`config.mk`:
```
export PLATFORM = sky130hd
export DESIGN_NAME = fp_addsub_sched
export DESIGN_NICKNAME = d
export VERILOG_FILES = /design/src/rtl/fp_addsub_sched.sv
export SDC_FILE = /design/constraint.sdc
export NUM_CORES = 1
export LEC_CHECK = 0
export ABC_AREA = 1
export CAP_MARGIN = 20
export CORE_UTILIZATION = 50
export CTS_CLUSTER_SIZE = 12
export DETAILED_ROUTE_END_ITERATION = 8
export MAX_ROUTING_LAYER = met4
export PLACE_DENSITY = 0.79
export SYNTH_ARGS = -nofsm -noshare
export SYNTH_HDL_FRONTEND = slang
export SYNTH_SLANG_ARGS = --single-unit
```
`constraint.sdc`:
```
create_clock -name clk -period 10.65 [get_ports clk]
set_input_delay 3.195 -clock clk [delete_from_list [all_inputs] [get_ports clk]]
set_output_delay 3.195 -clock clk [all_outputs]
set_load 0.02 [all_outputs]
```
`src/rtl/fp_addsub_sched.sv`:
```
// fp_addsub_sched: round-robin scheduler sharing one pipelined FP32 add/sub core (FP_SCHED_STATS_EN adds stat counters)
module fp_addsub_sched #(
  parameter int NUM_REQ = 4,
  parameter int CORE_LAT = 4,
  parameter int MAX_INFLIGHT = 8
) (
  input  logic                       clk,
  input  logic                       rst,
  input  logic [NUM_REQ-1:0]         req_valid,
  output logic [NUM_REQ-1:0]         req_ready,
  input  logic [32*NUM_REQ-1:0]      req_a,
  input  logic [32*NUM_REQ-1:0]      req_b,
  input  logic [NUM_REQ-1:0]         req_op,
  output logic                       core_valid,
  output logic [31:0]                core_a,
  output logic [31:0]                core_b,
  output logic                       core_op,
  input  logic                       core_res_valid,
  input  logic [31:0]                core_res,
  output logic                       rsp_valid,
  input  logic                       rsp_ready,
  output logic [31:0]                rsp_data,
  output logic [$clog2(NUM_REQ)-1:0] rsp_id,
  input  logic                       flush_req,
  output logic                       flush_done
`ifdef FP_SCHED_STATS_EN
  ,
  output logic [31:0]                stat_issued,
  output logic [31:0]                stat_stall
`endif
);
  localparam int IW = $clog2(NUM_REQ);
  localparam int AW = $clog2(MAX_INFLIGHT);
  localparam int CW = AW + 1;
  typedef enum logic [1:0] {IDLE, RUN, DRAIN, DONE} state_t;
  state_t state, state_n;
  logic [IW-1:0] ptr, win, idx;
  logic any, grant, blk, pop_tag, pop_rsp, tag_empty;
  logic [CW-1:0] inflight, tag_wr, tag_rd, res_wr, res_rd;
  logic [IW-1:0] tag_mem [MAX_INFLIGHT];
  logic [IW+31:0] res_mem [MAX_INFLIGHT];
  logic [CORE_LAT-1:0] exp_ret;
  assign tag_empty = tag_wr == tag_rd;
  assign pop_tag = core_res_valid && !tag_empty;
  assign rsp_valid = res_wr != res_rd;
  assign pop_rsp = rsp_valid && rsp_ready;
  assign {rsp_id, rsp_data} = rsp_valid ? res_mem[res_rd[AW-1:0]] : '0;
  assign flush_done = state == DONE;
  always_comb begin
    any = 1'b0;
    win = '0;
    idx = '0;
    for (int k = 0; k < NUM_REQ; k++) begin
      idx = IW'((int'(ptr) + k) % NUM_REQ);
      if (!any && req_valid[idx]) begin
        any = 1'b1;
        win = idx;
      end
    end
    grant = any && !rst && (state == IDLE || state == RUN) && inflight < CW'(MAX_INFLIGHT);
    req_ready = grant ? NUM_REQ'(1) << win : '0;
  end
  always_comb begin
    state_n = state;
    unique case (state)
      IDLE, RUN: state_n = (flush_req && !blk) ? DRAIN : (|req_valid || inflight != '0) ? RUN : IDLE;
      DRAIN:     state_n = inflight == '0 ? DONE : DRAIN;
      default:   state_n = IDLE;
    endcase
  end
  always_ff @(posedge clk or posedge rst)
    if (rst) begin
      state <= IDLE;
      ptr <= '0;
      blk <= 1'b0;
      inflight <= '0;
      tag_wr <= '0;
      tag_rd <= '0;
      res_wr <= '0;
      res_rd <= '0;
      core_valid <= 1'b0;
      core_a <= '0;
      core_b <= '0;
      core_op <= 1'b0;
      exp_ret <= '0;
    end else begin
      state <= state_n;
      blk <= state == DONE || (blk && flush_req);
      inflight <= inflight + CW'(grant) - CW'(pop_rsp);
      core_valid <= grant;
      exp_ret <= CORE_LAT'({exp_ret, core_valid});
      if (grant) begin
        ptr <= win == IW'(NUM_REQ - 1) ? '0 : win + 1'b1;
        core_a <= req_a[{win, 5'd0} +: 32];
        core_b <= req_b[{win, 5'd0} +: 32];
        core_op <= req_op[win];
        tag_wr <= tag_wr + 1'b1;
      end
      if (pop_tag) begin
        tag_rd <= tag_rd + 1'b1;
        res_wr <= res_wr + 1'b1;
      end
      if (pop_rsp) res_rd <= res_rd + 1'b1;
    end
  always_ff @(posedge clk) begin
    if (grant) tag_mem[tag_wr[AW-1:0]] <= win;
    if (pop_tag) res_mem[res_wr[AW-1:0]] <= {tag_mem[tag_rd[AW-1:0]], core_res};
  end
  a_core_ret: assert property (@(posedge clk) disable iff (rst) core_res_valid |-> !tag_empty && exp_ret[CORE_LAT-1]);
`ifdef FP_SCHED_STATS_EN
  always_ff @(posedge clk or posedge rst)
    if (rst) begin
      stat_issued <= '0;
      stat_stall <= '0;
    end else begin
      if (grant && !(&stat_issued)) stat_issued <= stat_issued + 1'b1;
      if (|req_valid && !grant && !(&stat_stall)) stat_stall <= stat_stall + 1'b1;
    end
`endif
endmodule
```
After elaboration in Yosys (flattened, before gate mapping):

Memories as Yosys holds them, arrays and structs flattened.
Cells that the tools add are included.

* flip-flop bits (word level): 91
* latch bits: 0
* bits in writable memories: 288
* ROM bits: 0
* output and inout port bits: 106
* logic and storage cells: 92
* memories kept: 2

Memory list
* res_mem: depth 8, bits a word 34, read ports 1, clocked after Yosys merged registers in 0, wr ports 1, line 41 `logic [IW+31:0] res_mem [MAX_INFLIGHT];`
* tag_mem: depth 8, bits a word 2, read ports 1, clocked after Yosys merged registers in 0, wr ports 1, line 40 `logic [IW-1:0] tag_mem [MAX_INFLIGHT];`

* add/sub/neg operators: 10
* $mul: 0
* div/mod/pow operators: 0
* order comparisons: 6
* equal/unequal tests: 6
* shift-type cells: 3
* muxes and demuxes: 29
* bitwise logic cells: 0
* reduce and logical (&&, ||, !) cells: 24

Operators by type and width (count)
* $shiftx A128 B8 Y32: 2
* $mux W34: 1
* $add A4 B1 Y4 const B: 4
* $lt A2 B3 Y1 const B: 5
* $mux W1: 15
* $mux W2: 6
* $bmux W1 S2: 5
* $logic_and A1 B1 Y1: 10
* $eq A2 B2 Y1 const B: 3
* $logic_not A1 Y1: 6
* $add A2 B1 Y2 const B: 2
* $add A2 B2 Y2 const B: 2
* $add A4 B1 Y4: 1
* $eq A4 B4 Y1: 1
* $logic_not A4 Y1: 1
* $lt A4 B4 Y1 const B: 1
* $mux W4: 1
* $ne A4 B4 Y1: 1
* $pmux W2 S2: 1
* $reduce_bool A4 Y1: 1
* $reduce_or A4 Y1: 1
* $shl A1 B2 Y4 const A: 1
* $sub A4 B1 Y4: 1
* $logic_or A1 B1 Y1: 3
* other kinds (3): 3

Logic depth before layout (Yosys ltp):

* word-level depth: 17
* gate-level depth with buffers: 16
* mapped depth without buffers: 14

Worst setup path before layout:

OpenSTA, ideal clock, no wires.

* path kind: input port to output port
* start point: in rst
* end point: out req_ready[0]
* arrival: 6.386 ns
* data required time: 7.455 ns
* setup slack: 1.069 ns
* stages: 4
* buffers on the path: 1
* path through: inv_1 > nand4_1 > clkbuf_1 > nor2_1

* longest elaborated chain between the ends: 5

Ends and longest elaborated chain
* start, declared: line 8 `input logic rst,`
* $logic_not A1 Y1 (no source line)
* $logic_and A1 B1 Y1 (3 in series): line 60 `grant = any && !rst && (state == IDLE || state == RUN) && inflight < CW'(MAX_INFLIGHT);`
* $mux W4: line 61 `req_ready = grant ? NUM_REQ'(1) << win : '0;`
* end, declared: line 10 `output logic [NUM_REQ-1:0] req_ready,`

No other way between the ends.

Final worst setup path:

* start point: in req_valid[3]
* end point: out req_ready[1]

RTL lines
* start, declared: line 9 `input logic [NUM_REQ-1:0] req_valid,`
* $bmux W1 S2: line 55 `if (!any && req_valid[idx]) begin`
* $mux W1 (not written as such): line 55
* $mux W1: line 55
* $logic_not A1 Y1: line 55
* $logic_and A1 B1 Y1: line 55
* $mux W1: line 55
* $logic_not A1 Y1: line 55
* $logic_and A1 B1 Y1: line 55
* $mux W1: line 55
* $logic_not A1 Y1: line 55
* $logic_and A1 B1 Y1: line 55
* $mux W2 *: line 55
* net win[0]: line 37 `logic [IW-1:0] ptr, win, idx;`
* $shl A1 B2 Y4 *: line 61
* $mux W4 *: line 61

Mark *: on every way through the listed nets, which the timed path passes. The rest lies on a longest branch. The select of a mux whose other input is x is not followed.

==> impl_metrics.prom <==
# TYPE chip_impl_metric gauge
chip_impl_metric{name="synth_fp_nets",unit=""} 2330
chip_impl_metric{name="io_buffer_count",unit=""} 406
chip_impl_info{name="rsz0062_at_grt",value="no"} 1
chip_impl_metric{name="starting_utilization_of_the_core_area",unit="%"} 51.25
chip_impl_metric{name="clockBufferDepth",unit=""} 3
chip_impl_metric{name="avgViaCountPerCell",unit=""} 5.470
chip_impl_metric{name="num_rows",unit=""} 69
chip_impl_metric{name="grt.total_usage",unit="%"} 29.88
chip_impl_metric{name="p_per_area",unit="nW/um^2"} 316.4
chip_impl_metric{name="cts_made_buffers",unit=""} 40
chip_impl_metric{name="finalWirelength",unit="um"} 54770
chip_impl_info{name="synth.area.top_cells",value="sky130_fd_sc_hd__edfxtp_1 47%, sky130_fd_sc_hd__dfrtp_1 12%, sky130_fd_sc_hd__nand2_1 9.2%"} 1
chip_impl_info{name="start_kind",value="input port"} 1
chip_impl_metric{name="grt_util_met3",unit="%"} 5.305
chip_impl_metric{name="via_count",unit=""} 15600
chip_impl_metric{name="async_reset_ff_share",unit="%"} 24.01
chip_impl_metric{name="cp_slowest_stage_delay",unit="ps"} 630
chip_impl_info{name="cp_cell_sequence",value="clkdlybuf4s50_1 -> inv_1 -> nand2_2 -> nand3_1 -> nand2_2 -> nor2_2 -> nand3_1 -> nand2_4 -> nand2_4 -> inv_1 -> ha_1 -> inv_1 -> nor2_1 -> clkdlybuf4s50_1"} 1
chip_impl_metric{name="power_leakage",unit="nW"} 10.00
chip_impl_info{name="timing.critical_path.to_type",value="output port"} 1
chip_impl_metric{name="die_height",unit="um"} 193.9
chip_impl_metric{name="synthesis.yosys.warnings",unit=""} 0
chip_impl_metric{name="timing.final.crit_share",unit="%"} 89.41
chip_impl_metric{name="number_of_antenna_violations_at_the_first_check_in_global_routing",unit=""} 7
chip_impl_metric{name="drv_cap",unit=""} 0
chip_impl_metric{name="dp.final_hpwl",unit="um"} 36150
chip_impl_info{name="crit_end",value="req_ready[1]"} 1
chip_impl_metric{name="timing.critical_path.fanout_max",unit=""} 46
chip_impl_metric{name="clock_tree.htree_level_count",unit=""} 2
chip_impl_metric{name="final-max-slew-violation-count",unit=""} 0
chip_impl_metric{name="grt_pass1_wl",unit="um"} 84590
chip_impl_metric{name="worst_slew_pin_slew",unit="ps"} 1017
chip_impl_metric{name="die_w",unit="um"} 193.9
chip_impl_metric{name="utilization_of_the_core_after_routing",unit="%"} 66.56
chip_impl_info{name="criticalPathCategory",value="input port to output port"} 1
chip_impl_metric{name="synthesis.area",unit="sq um"} 18410
chip_impl_metric{name="setup_violations",unit=""} 0
chip_impl_metric{name="gr-usage-met2",unit="%"} 50.38
chip_impl_metric{name="cts-hold-fix-buffers",unit=""} 0
chip_impl_metric{name="arrival_time_at_the_worst_endpoint",unit="ps"} 6330
chip_impl_metric{name="grt_max_degree",unit=""} 113
chip_impl_metric{name="syn_avg_cell_area",unit="sq um"} 9.134
chip_impl_info{name="crit_slowest_cell",value="sky130_fd_sc_hd__clkdlybuf4s50_1"} 1
chip_impl_metric{name="io_pins",unit=""} 407
chip_impl_info{name="yosysMostFrequentCell",value="sky130_fd_sc_hd__nand2_1"} 1
chip_impl_metric{name="yosysTopAreaCellShare",unit="%"} 46.99
chip_impl_metric{name="timing.max_slew.rel_slack",unit="%"} 32.23
chip_impl_info{name="netlist_top_cells_count",value="449 x sky130_fd_sc_hd__nand2_1, 288 x sky130_fd_sc_hd__edfxtp_1, 241 x sky130_fd_sc_hd__nor2_1"} 1
chip_impl_info{name="crit-reg2reg-launch",value="ptr[0]"} 1
chip_impl_metric{name="worst_ir_drop_vdd",unit="uV"} 196.4
chip_impl_info{name="crit_path_start",value="req_valid[3]"} 1
chip_impl_metric{name="post_cts_resized",unit=""} 0
chip_impl_metric{name="post_synth_inst_count",unit=""} 2015
chip_impl_info{name="synth-main-ff-cell",value="sky130_fd_sc_hd__edfxtp_1"} 1
chip_impl_info{name="r2r_end",value="core_b[0]"} 1
chip_impl_metric{name="final_antenna_net_count",unit=""} 0
chip_impl_metric{name="fp.coreArea",unit="sq um"} 35910
chip_impl_metric{name="post-route-cell-area",unit="sq um"} 23900
chip_impl_metric{name="die-area",unit="sq um"} 37580
chip_impl_info{name="status",value="finished clean"} 1
chip_impl_metric{name="post-cts-setup-buffer-count",unit=""} 0
chip_impl_metric{name="first_iter_violations",unit=""} 1178
chip_impl_metric{name="placedInstanceArea",unit="sq um"} 22680
chip_impl_metric{name="worst-endpoint-required",unit="ps"} 7460
chip_impl_metric{name="grtUsageMet1",unit="%"} 35.90
chip_impl_metric{name="highest_achievable_clock_rate",unit="GHz"} 0.1050
chip_impl_metric{name="n_fill_cell",unit=""} 2796
chip_impl_metric{name="drc_violation_count_after_routing",unit=""} 0
chip_impl_info{name="hold_path_class",value="register to register"} 1
chip_impl_metric{name="cts_sinks",unit=""} 379
chip_impl_metric{name="drive_above_1_share",unit="%"} 4.195
chip_impl_metric{name="global_route_congestion_overflow_total",unit=""} 0
chip_impl_metric{name="r2r.worst_path.cells",unit=""} 15
chip_impl_metric{name="routed_wire_length_per_instance",unit="um"} 19.20
chip_impl_metric{name="area_growth_syn_to_layout",unit="%"} 29.88
chip_impl_metric{name="regToRegSetupSlack",unit="ps"} 6710
chip_impl_metric{name="timing_hold_violations_final",unit=""} 0
chip_impl_info{name="routing_layer_with_the_top_usage_in_global_route",value="met2"} 1
chip_impl_metric{name="finalWeightedCongestion",unit=""} 0.9942
chip_impl_info{name="synth_largest_area_cell",value="sky130_fd_sc_hd__edfxtp_1"} 1
chip_impl_metric{name="dr.pass1.iters",unit=""} 5
chip_impl_info{name="tritoncts_clock_tree",value="done"} 1
chip_impl_metric{name="worst_setup_hold_path_clk_slew",unit="ps"} 60
chip_impl_metric{name="clk-insertion-delay-late",unit="ps"} 530
chip_impl_info{name="cpMostUsedCell",value="sky130_fd_sc_hd__inv_1"} 1
chip_impl_metric{name="finalCriticalPeriod",unit="ps"} 9522
chip_impl_metric{name="yosysSeqAreaShare",unit="%"} 59.36
chip_impl_metric{name="netlist-cell-type-count",unit=""} 31
chip_impl_metric{name="design.final.nets",unit=""} 2674
chip_impl_metric{name="synth_edf_count",unit=""} 288
chip_impl_metric{name="ys_seq_elements",unit=""} 379
chip_impl_metric{name="grt_pass1_vias",unit=""} 15330
chip_impl_metric{name="setup_total_negative_slack",unit="ps"} 0
chip_impl_metric{name="clock_skew",unit="ps"} 24.17
chip_impl_info{name="clk_root_buffer_cell",value="sky130_fd_sc_hd__clkbuf_16"} 1
## cells by family (layout without fill, tap and decap cells)
group,after synthesis,after routing,synth area share (%)
other,0,7,0
and+or+nand+nor,975,975,22.87
DFF,379,379,59.36
AOI/OAI and AO/OA,263,263,7.661
adders and majority gates,14,14,0.9925
buffers and inverters,364,733,8.165
xor gates and xnor gates,20,20,0.9517
## worst min path at each step
| stage | start | endpoint | slack [ps] | depth (start not counted) |
|---|---|---|---|---|
| 5_1_grt | state[0] | state[0] | 490 | 1 |
| 4_1_cts | state[0] | state[0] | 470 | 1 |
| 3_3_place_gp | state[0] | state[0] | 460 | 1 |
| 6_report | state[0] | state[0] | 470 | 1 |
| 3_5_place_dp | state[0] | state[0] | 460 | 1 |
| 2_1_floorplan | state[0] | state[0] | 430 | 1 |
## flip-flops by register name (all words and copies together) (netlist names)
signal and flops:
res_rd 4, tag_wr 4, tag_rd 4, inflight 4, state 2, res_mem 272
core_op 1, tag_mem 16, ptr 2, core_valid 1, core_b 32, res_wr 4
core_a 32, blk 1
## stage by stage
step / hold WS, ps / power [mW] / setup WS (ps) / cells
2_1_floorplan: 429.6 / 4.885 / 1069 / 2015
3_3_place_gp: 456.7 / 6.221 / 1197 / 2777
3_5_place_dp: 457.2 / 6.290 / 1178 / 2777
4_1_cts: 471.4 / 7.577 / 1172 / 2844
5_1_grt: 485.2 / 8.082 / 964.9 / 2852
6_report: 474.6 / 7.563 / 1128 / 2852
## per-layer routing
| metal | share of wire (%) | vias to the layer above |
|---|---|---|
| met3 | 8.0 | 117 |
| li1 | - | 7358 |
| met4 | 3.9 | 0 |
| met1 | 38 | 7414 |
| met2 | 50 | 712 |
| met5 | 0 | - |
## layout make-up
class,count,area (sq um),share of cell area [%]
diodes,7,17.52,0.07328
clock buffers,63,1139,4.763
clock inverters,4,37.54,0.1570
inverters,236,889.6,3.722
multi-input cells,1272,6050,25.31
flip-flops and latches,379,10930,45.73
well taps,461,576.8,2.413
repair buffers,430,4264,17.84
## worst max-delay path, delay by kind of cell
kind,cells,cell delay [ps]
buffers and inverters,5,1590
and+or+nand+nor,8,1280
adders and majority gates,1,230
## cells in the final DEF, fill, tap and decap left out, types with 2 or more instances in the layout
cell type | Yosys | routed
sky130_fd_sc_hd__a21oi_1 | 3 | 3
sky130_fd_sc_hd__a31oi_1 | 37 | 37
sky130_fd_sc_hd__buf_4 | 3 | 23
sky130_fd_sc_hd__clkbuf_1 | 64 | 19
sky130_fd_sc_hd__clkbuf_16 | 0 | 41
sky130_fd_sc_hd__clkbuf_8 | 0 | 3
sky130_fd_sc_hd__clkdlybuf4s50_1 | 0 | 406
sky130_fd_sc_hd__clkinv_1 | 1 | 2
sky130_fd_sc_hd__dfrtp_1 | 91 | 89
sky130_fd_sc_hd__diode_2 | 0 | 7
sky130_fd_sc_hd__edfxtp_1 | 288 | 288
sky130_fd_sc_hd__ha_1 | 13 | 13
sky130_fd_sc_hd__inv_1 | 232 | 227
sky130_fd_sc_hd__inv_2 | 3 | 6
sky130_fd_sc_hd__nand2_1 | 449 | 448
sky130_fd_sc_hd__nand2_2 | 5 | 4
sky130_fd_sc_hd__nand2_4 | 1 | 3
sky130_fd_sc_hd__nand3_1 | 203 | 203
sky130_fd_sc_hd__nand3b_1 | 65 | 65
sky130_fd_sc_hd__nand4_1 | 6 | 6
sky130_fd_sc_hd__nor2_1 | 241 | 233
sky130_fd_sc_hd__nor2_4 | 0 | 8
sky130_fd_sc_hd__o21ai_0 | 185 | 185
sky130_fd_sc_hd__o22ai_1 | 36 | 36
sky130_fd_sc_hd__or2_2 | 2 | 2
sky130_fd_sc_hd__xnor2_1 | 12 | 12
sky130_fd_sc_hd__xor2_1 | 8 | 8
## report_power, final
group | total (mW) | switching, mW | internal [mW]
Combinational | 4.14 | 2.71 | 1.43
Sequential | 2.16 | 0.179 | 1.98
Clock | 1.27 | 0.536 | 0.732
(Power assumes the default switching activity.)
